## config.mk

```make
export PLATFORM = sky130hd
export DESIGN_NAME = pc_sequencer_flat
export DESIGN_NICKNAME = d
export VERILOG_FILES = /design/src/rtl/pc_pkg.sv /design/src/rtl/pc_sequencer_if.sv /design/src/rtl/ret_stack.sv /design/src/rtl/pc_sequencer.sv /design/src/flat_wrapper.sv
export SDC_FILE = /design/constraint.sdc
export NUM_CORES = 1
export LEC_CHECK = 0
export BUFFER_PORTS_ARGS = -buffer_cell sky130_fd_sc_hd__buf_2
export CAP_MARGIN = 20
export CORE_MARGIN = 3
export CORE_UTILIZATION = 61
export DETAILED_ROUTE_END_ITERATION = 10
export PLACE_DENSITY = 0.94
export SKIP_CTS_REPAIR_TIMING = 1
export SLEW_MARGIN = 10
export SYNTH_ARGS = -nofsm -noshare
export SYNTH_HDL_FRONTEND = slang
export SYNTH_SLANG_ARGS = --single-unit
```

## constraint.sdc

```tcl
create_clock -name clk -period 5.9 [get_ports clk]
set_input_delay 0.295 -clock clk [delete_from_list [all_inputs] [get_ports clk]]
set_output_delay 0.295 -clock clk [all_outputs]
set_load 0.01 [all_outputs]
```

## src/rtl/pc_pkg.sv

```systemverilog
// Shared types and default constants for the program-counter sequencer.
package pc_pkg;

  typedef enum logic [2:0] {
    SEL_INC,
    SEL_BRANCH,
    SEL_JUMP,
    SEL_CALL,
    SEL_RET
  } pc_sel_e;

  localparam int DEF_PC_WIDTH    = 8;
  localparam int DEF_RESET_PC    = 0;
  localparam int DEF_STACK_DEPTH = 4;

endpackage

```

## src/rtl/pc_sequencer_if.sv

```systemverilog
// Decoder-to-sequencer control strobes plus the fetch address and stack status.
interface pc_sequencer_if #(
  parameter int PC_WIDTH = 8
);

  logic                stall;
  logic                branch_en;
  logic [PC_WIDTH-1:0] branch_offset;
  logic                jump_en;
  logic                call_en;
  logic                ret_en;
  logic [PC_WIDTH-1:0] jump_target;
  logic [PC_WIDTH-1:0] pc;
  logic                stack_empty;
  logic                stack_full;
  logic                overflow_err;
  logic                underflow_err;

  modport master (
    output stall, branch_en, branch_offset, jump_en, call_en, ret_en, jump_target,
    input  pc, stack_empty, stack_full, overflow_err, underflow_err
  );

  modport slave (
    input  stall, branch_en, branch_offset, jump_en, call_en, ret_en, jump_target,
    output pc, stack_empty, stack_full, overflow_err, underflow_err
  );

endinterface

```

## src/rtl/ret_stack.sv

```systemverilog
// Return-address LIFO: push writes at count, pop exposes entry count-1 as top.
module ret_stack #(
  parameter  int WIDTH = 8,
  parameter  int DEPTH = 4,
  localparam int CNT_W = $clog2(DEPTH + 1)
) (
  input  logic             clk,
  input  logic             rst_n,
  input  logic             push,
  input  logic             pop,
  input  logic [WIDTH-1:0] din,
  output logic [WIDTH-1:0] top,
  output logic [CNT_W-1:0] count
);

  localparam int IDX_W = (DEPTH > 1) ? $clog2(DEPTH) : 1;

  logic [WIDTH-1:0] entries [DEPTH];
  logic [CNT_W-1:0] cnt_p0;
  logic [CNT_W-1:0] cnt_m1;
  logic [IDX_W-1:0] wr_idx;
  logic [IDX_W-1:0] rd_idx;
  logic             full;
  logic             empty;

  assign full   = (cnt_p0 == CNT_W'(DEPTH));
  assign empty  = (cnt_p0 == '0);
  assign cnt_m1 = cnt_p0 - CNT_W'(1);
  assign wr_idx = cnt_p0[IDX_W-1:0];
  assign rd_idx = cnt_m1[IDX_W-1:0];

  always_ff @(posedge clk) begin
    if (!rst_n) begin
      cnt_p0 <= '0;
    end else if (push && !full) begin
      cnt_p0 <= cnt_p0 + CNT_W'(1);
    end else if (pop && !empty) begin
      cnt_p0 <= cnt_m1;
    end
  end

  // Entry storage carries no reset; only the count decides what is valid.
  always_ff @(posedge clk) begin
    if (rst_n && push && !full) begin
      entries[wr_idx] <= din;
    end
  end

  assign top   = entries[rd_idx];
  assign count = cnt_p0;

endmodule

```

## src/rtl/pc_sequencer.sv

```systemverilog
// Program-counter sequencer: prioritised next-pc select (ret > call > jump > branch > inc)
// with a return-address stack, stall and registered error pulses.
module pc_sequencer
  import pc_pkg::*;
#(
  parameter int                  PC_WIDTH    = DEF_PC_WIDTH,
  parameter int                  STACK_DEPTH = DEF_STACK_DEPTH,
  parameter logic [PC_WIDTH-1:0] RESET_PC    = PC_WIDTH'(DEF_RESET_PC)
) (
  input logic           clk,
  input logic           rst_n,
  pc_sequencer_if.slave bus
);

  localparam int CNT_W = $clog2(STACK_DEPTH + 1);

  logic [PC_WIDTH-1:0]        pc_p0;
  logic                       ovf_p0;
  logic                       unf_p0;
  logic [PC_WIDTH-1:0]        pc_inc;
  logic [PC_WIDTH-1:0]        pc_next;
  logic [PC_WIDTH-1:0]        stack_top;
  logic [CNT_W-1:0]           count;
  logic                       empty;
  logic                       full;
  logic                       ovf_next;
  logic                       unf_next;
  logic                       push;
  logic                       pop;
  logic signed [PC_WIDTH-1:0] offset_s;
  pc_sel_e                    sel;

  function automatic logic [PC_WIDTH-1:0] pc_add(
    input logic [PC_WIDTH-1:0]        base,
    input logic signed [PC_WIDTH-1:0] off
  );
    // Same-width add: sign extension and wrap fall out of modulo 2^PC_WIDTH.
    return base + $unsigned(off);
  endfunction

  assign empty    = (count == '0);
  assign full     = (count == CNT_W'(STACK_DEPTH));
  assign pc_inc   = pc_p0 + PC_WIDTH'(1);
  assign offset_s = $signed(bus.branch_offset);

  // A refused ret/call degrades to a plain increment, never to a lower strobe.
  always_comb begin
    sel      = SEL_INC;
    ovf_next = 1'b0;
    unf_next = 1'b0;
    if (bus.ret_en) begin
      if (!empty) sel = SEL_RET;
      else        unf_next = 1'b1;
    end else if (bus.call_en) begin
      if (!full) sel = SEL_CALL;
      else       ovf_next = 1'b1;
    end else if (bus.jump_en) begin
      sel = SEL_JUMP;
    end else if (bus.branch_en) begin
      sel = SEL_BRANCH;
    end
  end

  always_comb begin
    pc_next = pc_inc;
    case (sel)
      SEL_RET:    pc_next = stack_top;
      SEL_CALL:   pc_next = bus.jump_target;
      SEL_JUMP:   pc_next = bus.jump_target;
      SEL_BRANCH: pc_next = pc_add(pc_inc, offset_s);
      default:    pc_next = pc_inc;
    endcase
  end

  assign push = !bus.stall && (sel == SEL_CALL);
  assign pop  = !bus.stall && (sel == SEL_RET);

  ret_stack #(
    .WIDTH (PC_WIDTH),
    .DEPTH (STACK_DEPTH)
  ) u_ret_stack (
    .clk   (clk),
    .rst_n (rst_n),
    .push  (push),
    .pop   (pop),
    .din   (pc_inc),
    .top   (stack_top),
    .count (count)
  );

  // Stage boundary: pc and error pulses registered; stall holds pc and zeroes errors.
  always_ff @(posedge clk) begin
    if (!rst_n) begin
      pc_p0  <= RESET_PC;
      ovf_p0 <= 1'b0;
      unf_p0 <= 1'b0;
    end else if (bus.stall) begin
      ovf_p0 <= 1'b0;
      unf_p0 <= 1'b0;
    end else begin
      pc_p0  <= pc_next;
      ovf_p0 <= ovf_next;
      unf_p0 <= unf_next;
    end
  end

  assign bus.pc            = pc_p0;
  assign bus.stack_empty   = empty;
  assign bus.stack_full    = full;
  assign bus.overflow_err  = ovf_p0;
  assign bus.underflow_err = unf_p0;

endmodule

```

## src/flat_wrapper.sv

```systemverilog
// flat-port wrapper written by rule: the top's interface ports become plain ports
module pc_sequencer_flat import pc_pkg::*;
#(
  parameter int                  PC_WIDTH    = DEF_PC_WIDTH,
  parameter int                  STACK_DEPTH = DEF_STACK_DEPTH,
  parameter logic [PC_WIDTH-1:0] RESET_PC    = PC_WIDTH'(DEF_RESET_PC)
)
  (clk, rst_n, bus_stall, bus_branch_en, bus_branch_offset, bus_jump_en, bus_call_en, bus_ret_en, bus_jump_target, bus_pc, bus_stack_empty, bus_stack_full, bus_overflow_err, bus_underflow_err);
  pc_sequencer_if #(.PC_WIDTH(PC_WIDTH)) bus_i ();
  input logic clk;
  input logic rst_n;
  input wire logic [$bits(bus_i.stall)-1:0] bus_stall;
  input wire logic [$bits(bus_i.branch_en)-1:0] bus_branch_en;
  input wire logic [$bits(bus_i.branch_offset)-1:0] bus_branch_offset;
  input wire logic [$bits(bus_i.jump_en)-1:0] bus_jump_en;
  input wire logic [$bits(bus_i.call_en)-1:0] bus_call_en;
  input wire logic [$bits(bus_i.ret_en)-1:0] bus_ret_en;
  input wire logic [$bits(bus_i.jump_target)-1:0] bus_jump_target;
  output wire logic [$bits(bus_i.pc)-1:0] bus_pc;
  output wire logic [$bits(bus_i.stack_empty)-1:0] bus_stack_empty;
  output wire logic [$bits(bus_i.stack_full)-1:0] bus_stack_full;
  output wire logic [$bits(bus_i.overflow_err)-1:0] bus_overflow_err;
  output wire logic [$bits(bus_i.underflow_err)-1:0] bus_underflow_err;
  assign bus_i.stall = bus_stall;
  assign bus_i.branch_en = bus_branch_en;
  assign bus_i.branch_offset = bus_branch_offset;
  assign bus_i.jump_en = bus_jump_en;
  assign bus_i.call_en = bus_call_en;
  assign bus_i.ret_en = bus_ret_en;
  assign bus_i.jump_target = bus_jump_target;
  assign bus_pc = bus_i.pc;
  assign bus_stack_empty = bus_i.stack_empty;
  assign bus_stack_full = bus_i.stack_full;
  assign bus_overflow_err = bus_i.overflow_err;
  assign bus_underflow_err = bus_i.underflow_err;
  pc_sequencer #(.PC_WIDTH(PC_WIDTH), .STACK_DEPTH(STACK_DEPTH), .RESET_PC(RESET_PC)) u_core (.clk(clk), .rst_n(rst_n), .bus(bus_i));
endmodule
```

==> metrics.txt, run 1 <==
status=completed; register area share after synthesis=50.6%; CTS Buf Count=5; Final nets=260; Port Buf Inserts=34; startpoint types=register; top-count cell post-synth=edfxtp_1; worst path required time=5.85 ns; Final min period=2.84 ns; H-tree depth=2; worst rel slew slack=42.7%; Vias=1836; # rows=22; syn_nets=226; Lkg Pwr=1.05 nW; CTS tree=built; gpl congestion=0.834; met3 Use GR=6.48%; hold endpoint=u_core.bus.pc[0]; Final period util=48.2%; CP Max Fanout=12; Via-to-Cell Ratio=6.77; worst setup path start=u_core.u_ret_stack.count[0]; Seq cells post-synth=45; Max Slew Vio Count=0; reg-to-reg slack, setup=3.06 ns; Synth area leaders=edfxtp_1, dfxtp_1, mux4_2, ha_1, a221oi_1; Avg WL per Cell=23.0 microns; Post-Place Setup Slack=3.12 ns; worst min path class=input port to register; prevailing post-synth register cell=edfxtp_1; Post-synth EDFFs=32; Register-to-Register Path Depth=5; hold path start=bus_jump_target[0]; RSZ-0062 raised after global routing=false; I/O pin total=35; global-route met2 utilization=45.4%; clock root buffer=clkbuf_8; most used routing layer=met2; achievable clock frequency=352 MHz; Initial Utilization=64.4%; Gate Count Post-Synth=188; met1 usage=38.3%; most frequent cells after synthesis=edfxtp_1, ha_1, dfxtp_1; largest net degree at the start of global routing=18; Worst-Margin Slew=0.857 ns; PwrDens=287 mW/mm^2; Max-Cap Viols=0; post-synth top area share=39.9%; core footprint=0.00374 sq mm; Worst Setup End Kind=register; kind of critical path=register to register; first-pass GRT wire length=9.32 mm; DR pass1 iterations=5; # setup viols final=0; ANT nets after route=0; count of final hold-check violations=0; clock slew at reported path FFs=0.09 ns; Synth area leader=edfxtp_1; DPL Wire Length=4.40 mm; antenna violations before repair=0; full die area=0.00474 sq mm; Iteration-0 DRC Markers=222; Worst R2R Start=u_core.u_ret_stack.count[0]; Setup WS post-layout=3.06 ns; post-synth cell types=44; WHS=0.291 ns; CTS max path bufs=2; Avg Inst Size Synth=12.8 sq um; GRT Residual Overflow=0; total wire length=6.24 mm; Syn-to-layout area delta=12.5%; worst r2r dst=u_core.u_ret_stack.entries[3][5]; Die Ht=68.9 microns; WP data arrival=2.80 ns; skew final=0.00843 ns; global-route total usage across every layer=28.6%; clock latency on the worst-skew pair=0.30 ns; total negative slack=0 ns; WHS Path Cells=3; Ant. Diodes=0; mapped cell area=0.00241 sq mm; die width=68.9 microns; Worst IR Drop VDD=0.169 mV; CTS sink count=45; # DRC=0; vias in the first global route=1753; Post-synth ARST share=0%; Synthesis Warnings=0; layout cell share with drive strength beyond 1=24.2%
## power breakdown
group | leakage [nW] | switching [W] | total [W] | internal [W]
clock network | 0.0556 | 0.000110 | 0.000231 | 0.000121
logic | 0.591 | 0.000102 | 0.000177 | 0.0000746
registers | 0.399 | 0.0000168 | 0.000369 | 0.000353
total | 1.05 | 0.000229 | 0.000777 | 0.000548
## cells by family after synthesis
| family | share of synthesized area, % |
|---|---|
| AO/OA/AOI/OAI | 15.2 |
| XOR/XNOR | 4.36 |
| adder cells (fa/ha/maj) | 8.10 |
| buffers and inverters | 2.96 |
| flip-flops | 50.6 |
| multiplexers | 7.89 |
| AND/OR/NAND/NOR | 10.8 |
## metal layers
metal,vias to the layer above,part of all wire (%)
met5,-,0
met4,0,2.0
met1,885,37
met3,16,13
met2,132,48
li1,803,-
## how the worst max path moves through the flow
stage	end	slack [ns]	depth (start not counted)
2_1_floorplan	u_core.bus.pc[6]	3.56	10
3_3_place_gp	u_core.bus.pc[5]	3.29	6
3_5_place_dp	u_core.u_ret_stack.entries[3][3]	3.12	5
4_1_cts	u_core.u_ret_stack.entries[1][4]	3.07	5
5_1_grt	u_core.u_ret_stack.entries[1][3]	2.83	5
6_report	u_core.u_ret_stack.entries[3][5]	3.06	5
## cell type report
| class | count | area, sq um |
|---|---|---|
| sequential | 45 | 1220 |
| clock inverter | 1 | 7.51 |
| multi-input combinational | 129 | 1120 |
| tap | 48 | 60.1 |
| inverter | 7 | 26.3 |
| timing repair buffer | 34 | 170 |
| fill | 266 | 1030 |
| clock buffer | 7 | 108 |
## through the flow
stage                     total power (W)  area, sq um  utilization, %  instances
after floorplan                  0.000495         2410               -        188
after global placement           0.000539         2600            69.4        263
after detailed placement         0.000548         2600            69.4        263
after CTS                        0.000777         2710            72.4        271
after global routing             0.000804         2710            72.4        271
final                            0.000777         2710            72.4        271
## state kept, by name, indices dropped and copies added (netlist names)
register,count
u_core.bus.overflow_err,1
u_core.u_ret_stack.count,3
u_core.u_ret_stack.entries,32
u_core.bus.underflow_err,1
u_core.bus.pc,8
## critical path: stages, from the launching register on
cell     delay [ns]
dfxtp_1        0.80
inv_1          0.19
ha_1           0.30
and2_1         0.26
nor3b_2        0.42
and3_1         0.51
## cell usage in the layout (no fill, tap or decap), types with 3 or more instances in the layout
master / instances
buf_2: 34
edfxtp_1: 32
ha_1: 14
dfxtp_1: 13
o21ai_0: 12
nor2_1: 8
mux4_2: 8
inv_1: 7
xnor2_1: 7
a221oi_1: 7
nand3_1: 6
nand2_1: 6
a21oi_1: 6
clkbuf_8: 6
xor2_1: 5
and3_1: 5
a221o_1: 5
nor2b_1: 3
and2_1: 3
a211oi_1: 3
a22oi_1: 3
(Power assumes the default switching activity.)
==> run 2, diff against run 1 <==
--- a/config.mk
+++ b/config.mk
@@ -8,9 +8,9 @@
 export BUFFER_PORTS_ARGS = -buffer_cell sky130_fd_sc_hd__buf_2
 export CAP_MARGIN = 20
 export CORE_MARGIN = 3
-export CORE_UTILIZATION = 61
+export CORE_UTILIZATION = 51
 export DETAILED_ROUTE_END_ITERATION = 10
-export PLACE_DENSITY = 0.94
+export PLACE_DENSITY = 0.85
 export SKIP_CTS_REPAIR_TIMING = 1
 export SLEW_MARGIN = 10
 export SYNTH_ARGS = -nofsm -noshare
==> constraint.sdc (replaced) <==
create_clock -name clk -period 2.5 [get_ports clk]
set_input_delay 0.125 -clock clk [delete_from_list [all_inputs] [get_ports clk]]
set_output_delay 0.125 -clock clk [all_outputs]
set_load 0.01 [all_outputs]
==> metrics.txt, run 2 (same netlist as run 1, synthesis figures left out) <==
global-route total usage across every layer=21.9% (-6.7 points); Final nets=269 (+3.5%); antenna violations before repair=0 (unchanged); Worst-Margin Slew=0.841 ns (-0.0160 ns); placed cell area=0.00265 sq mm (+2.2%); total negative slack=0 ns (unchanged); status=completed; Worst path max stage delay=0.45 ns (-0.35 ns); # DRC=0 (unchanged); commonest non-fill, non-tap cell in the layout=buf_2; WHS=0.0833 ns (-0.208 ns); Syn-to-layout area delta=15.9%; achievable clock frequency=419 MHz (+19%); Layout fillers=357 (+34%); # rows=24 (+9.1%); largest net degree at the start of global routing=18 (unchanged); most frequent cells in the layout=buf_2, edfxtp_1, ha_1; GRT Residual Overflow=0 (unchanged); Avg WL per Cell=20.5 microns (-11%); total wire length=5.83 mm (-6.6%); cell area after layout=0.00280 sq mm (+3.1%); Finished Layout Cells=284 (+4.8%); Max Slew Vio Count=0 (unchanged); Worst Setup End Kind=register; CTS tree=built; skew final=0.0116 ns (+0.00318 ns); CTS Buf Count=5 (unchanged); clock latency on the worst-skew pair=0.31 ns (about the same); DR pass1 iterations=4 (-1); Top reg by flops=u_core.u_ret_stack.entries; Largest register FFs=32 (unchanged); family with the most delay on the worst path=compound AO/OA/AOI/OAI gates; Critical-path top delay cell=dfxtp_1; I/O pin total=35 (unchanged); die width=74.8 microns (+8.5%); kind of critical path=register to register; reg-to-reg slack, setup=0.11 ns (-2.95 ns); CTS max path bufs=2 (unchanged); Final period util=95.5% (+47 points); Crit path buffers/inverters=0 (-1); Initial Utilization=54.3% (-10 points); worst min path class=input port to register; Iteration-0 DRC Markers=155 (-30%); Lkg Pwr=1.10 nW (+5.1%); clock slew at reported path FFs=0.10 ns (about the same); layout cell share with drive strength beyond 1=28.9% (+4.7 points); Power Total=0.00179 W (+130%); clock root buffer=clkbuf_8; full die area=0.00559 sq mm (+18%); DPL Wire Length=3.94 mm (-10%); worst path required time=2.70 ns (-3.15 ns); ANT nets after route=0 (unchanged); WP data arrival=2.59 ns (-0.21 ns); Max-Cap Viols=0 (unchanged); PwrDens=641 mW/mm^2 (+120%); Die Ht=74.8 microns (+8.5%); DP Cell Count=274 (+4.2%); Vias=1771 (-3.5%); Via-to-Cell Ratio=6.24 (-8.0%); Port Buf Inserts=34 (unchanged); core footprint=0.00444 sq mm (+19%); count of final hold-check violations=0 (unchanged); startpoint types=register; Worst IR Drop VDD=0.384 mV (+130%); first-pass GRT wire length=8.78 mm (-5.8%); worst rel slew slack=43.8% (+1.1 points); Ant. Diodes=0 (unchanged); H-tree depth=2 (unchanged); vias in the first global route=1757 (+0.23%); Final min period=2.39 ns (-0.454 ns); CTS sink count=45 (unchanged); # setup viols final=0 (unchanged); gpl congestion=0.944 (+13%); crit-path cells=and3_1 -> nand3_1 -> xnor2_4 -> ha_1 -> o21ai_0 -> a21o_1 -> o2111a_1 -> o21bai_1 -> a31oi_1; CP Max Fanout=5 (-7)
## run 2: cell types whose count changed in the layout (fill, tap and decap cells not counted), sizes merged
cell,before,now
buf,34,43
clkbuf,7,5
clkinv,0,1
inv,7,8
## run 2: routing by layer
metal	vias to the layer above	global-route usage, %	part of all wire (%)
met1	857	30.2	44
met5	-	0	0
met3	21	5.47	7.0
met2	70	32.9	46
li1	823	-	-
met4	0	9.29	3.5
## run 2: area by class of cell
type | count | area [sq um] | area share, %
Sequential cell | 45 | 1220 | 43.7
Multi-Input combinational cell | 129 | 1150 | 41.1
Timing Repair Buffer | 43 | 238 | 8.50
Clock buffer | 5 | 68.8 | 2.46
Tap cell | 52 | 65.1 | 2.33
Inverter | 7 | 26.3 | 0.940
Clock inverter | 3 | 25.0 | 0.895
## run 2: worst paths after layout
check / to / start / depth (start not counted)
max: u_core.bus.pc[7] / u_core.bus.pc[4] / 9
min: u_core.bus.pc[0] / bus_jump_target[0] / 3
max reg2reg: u_core.bus.pc[7] / u_core.bus.pc[4] / 9
min reg2reg: u_core.u_ret_stack.count[1] / u_core.u_ret_stack.count[1] / 2
## run 2: metrics by stage
step | setup slack, ns | util, %
2_1_floorplan | 0.156 | -
3_3_place_gp | 0.139 | 59.7
3_5_place_dp | 0.0967 | 59.7
4_1_cts | 0.0225 | 61.8
5_1_grt | -0.00581 | 62.9
6_report | 0.113 | 62.9
## run 2: tightest hold or removal path: cells and delay by family
family / cells / cell delay [ns]
AOI/OAI and AO/OA: 1 / 0.07
buffers and inverters: 1 / 0.09
and+or+nand+nor: 1 / 0.07
## run 2: power by group
group | internal, W | switching, W | total (W)
combinational | 0.000202 | 0.000251 | 0.000453
clock | 0.000202 | 0.000279 | 0.000481
sequential | 0.000832 | 0.0000255 | 0.000858
==> run 3, diff against run 2 <==
--- a/config.mk
+++ b/config.mk
@@ -10,7 +10,8 @@
 export CORE_MARGIN = 3
 export CORE_UTILIZATION = 51
 export DETAILED_ROUTE_END_ITERATION = 10
-export PLACE_DENSITY = 0.85
+export HOLD_SLACK_MARGIN = 0.1
+export PLACE_DENSITY = 0.75
 export SKIP_CTS_REPAIR_TIMING = 1
 export SLEW_MARGIN = 10
 export SYNTH_ARGS = -nofsm -noshare
==> metrics.txt, run 3 (same netlist as run 1, synthesis figures left out) <==
CTS sink count=45 (unchanged); Iteration-0 DRC Markers=172 (+11%); GRT Residual Overflow=0 (unchanged); antenna violations before repair=0 (unchanged); Ant. Diodes=0 (unchanged); family with the most delay on the worst path=compound AO/OA/AOI/OAI gates; count of final hold-check violations=0 (unchanged); Top reg by flops=u_core.u_ret_stack.entries; Port Buf Inserts=34 (unchanged); RSZ-0062 raised after global routing=true; WHS Path Cells=3 (unchanged); Largest register FFs=32 (unchanged); I/O pin total=35 (unchanged); clock latency on the worst-skew pair=0.30 ns (about the same); DR pass1 iterations=4 (unchanged); # rows=24 (unchanged); Die Ht=74.8 microns (unchanged); status=completed; gpl congestion=0.906 (-4.0%); layout cell share with drive strength beyond 1=29.2% (+0.31 points); Crit path buffers/inverters=0 (unchanged); placed cell area=0.00268 sq mm (+0.85%); Syn-to-layout area delta=17.3%; vias in the first global route=1703 (-3.1%); most frequent cells in the layout=buf_2, edfxtp_1, ha_1; # setup viols final=0 (unchanged); Final nets=270 (+0.37%); Worst IR Drop VDD=0.578 mV (+51%); worst min path class=input port to register; Power Total=0.00185 W (+3.4%); clock slew at reported path FFs=0.09 ns (about the same); Post-Place Setup Slack=0.0659 ns (-0.0309 ns); worst rel slew slack=49.6% (+5.8 points); Worst R2R Start=u_core.bus.pc[1]; worst r2r dst=u_core.bus.pc[6]; largest net degree at the start of global routing=18 (unchanged); total wire length=5.65 mm (-3.2%); PwrDens=655 mW/mm^2 (+2.2%); Avg WL per Cell=19.8 microns (-3.5%); Via-to-Cell Ratio=6.09 (-2.3%); hold endpoint=u_core.bus.pc[0]; worst path required time=2.68 ns (-0.02 ns); die width=74.8 microns (unchanged); first-pass GRT wire length=8.80 mm (+0.16%); Worst Setup End Kind=register; DPL Wire Length=4.12 mm (+4.6%); H-tree depth=2 (unchanged); Register-to-Register Path Depth=10 (+1); hold path start=bus_jump_target[0]; commonest non-fill, non-tap cell in the layout=buf_2; cell area after layout=0.00283 sq mm (+1.2%); startpoint types=register; CTS max path bufs=2 (unchanged); kind of critical path=register to register; achievable clock frequency=426 MHz (+1.7%); Max-Cap Viols=0 (unchanged); CTS Buf Count=5 (unchanged); Final min period=2.35 ns (-0.0403 ns); WP data arrival=2.52 ns (-0.07 ns); core footprint=0.00444 sq mm (unchanged); CTS tree=built; Max Slew Vio Count=0 (unchanged); ANT nets after route=0 (unchanged); skew final=0.0141 ns (+0.00244 ns); global-route total usage across every layer=21.6% (-0.25 points); Setup WS post-layout=0.153 ns (+0.0403 ns); # DRC=0 (unchanged); crit-path cells=ha_1 -> nand3_2 -> nor2_4 -> xor2_2 -> ha_1 -> nand2b_1 -> o21ai_0 -> a221o_1 -> a211oi_1 -> a211oi_1; Layout fillers=354 (-0.84%); Final period util=93.9% (-1.6 points); Finished Core Util=63.6% (+0.73 points); Worst-Margin Slew=0.755 ns (-0.0867 ns); Lkg Pwr=1.11 nW (+0.72%); clock root buffer=clkbuf_8; CP Max Fanout=4 (-1); Worst path max stage delay=0.36 ns (-0.09 ns); Initial Utilization=54.3% (unchanged); reg-to-reg slack, setup=0.15 ns (+0.04 ns); Vias=1736 (-2.0%); full die area=0.00559 sq mm (unchanged); Critical-path top delay cell=a221o_1
==> run 3: layout make-up <==
| cell class | count | area, sq um | area share (%) |
|---|---|---|---|
| inverter | 7 | 26.3 | 0.929 |
| multi-input combinational | 129 | 1160 | 40.9 |
| sequential | 45 | 1220 | 43.2 |
| clock buffer | 6 | 72.6 | 2.57 |
| clock inverter | 2 | 38.8 | 1.37 |
| timing repair buffer | 44 | 245 | 8.67 |
| tap | 52 | 65.1 | 2.30 |
==> run 3: report_power, final <==
| part | internal (W) | switching [W] | total, W |
|---|---|---|---|
| registers | 0.000833 | 0.0000216 | 0.000854 |
| clock network | 0.000300 | 0.000242 | 0.000542 |
| logic | 0.000203 | 0.000255 | 0.000457 |
| total | 0.00133 | 0.000518 | 0.00185 |
==> run 3: worst reg2reg max path: cells and delay by family, from the launching register on <==
kind | cells | cell delay (ns)
XOR/XNOR | 1 | 0.19
AND/OR/NAND/NOR | 3 | 0.46
adder cells (fa/ha/maj) | 2 | 0.50
flip-flops | 1 | 0.34
AO/OA/AOI/OAI | 4 | 0.73
==> run 3: worst max path at each step <==
stage	slack, ns	to	startpoint	cells past startpoint
finish	0.15	u_core.bus.pc[6]	u_core.bus.pc[1]	10
CTS	0.05	u_core.bus.pc[5]	u_core.bus.pc[1]	9
detailed placement	0.07	u_core.bus.pc[5]	u_core.bus.pc[0]	9
global route	-0.007	u_core.bus.pc[5]	u_core.bus.pc[0]	9
floorplan	0.16	u_core.bus.pc[6]	u_core.bus.pc[0]	10
global placement	0.16	u_core.bus.pc[5]	u_core.bus.pc[0]	9
==> run 3: metrics by stage <==
stage | std cells | setup TNS (ns) | hold slack (ns)
floorplan | 188 | 0 | 0.263
global placement | 277 | 0 | 0.421
detailed placement | 277 | 0 | 0.425
CTS | 285 | 0 | 0.102
global route | 285 | -0.0141 | 0.121
finish | 285 | 0 | 0.107
==> run 3: layer usage <==
layer | up-vias | global-route usage [%] | share of wire (%)
li1 | 823 | - | -
met1 | 850 | 30.8 | 42
met2 | 56 | 33.6 | 50
met3 | 7 | 3.87 | 6.1
met4 | 0 | 7.31 | 1.0
met5 | - | 0 | 0
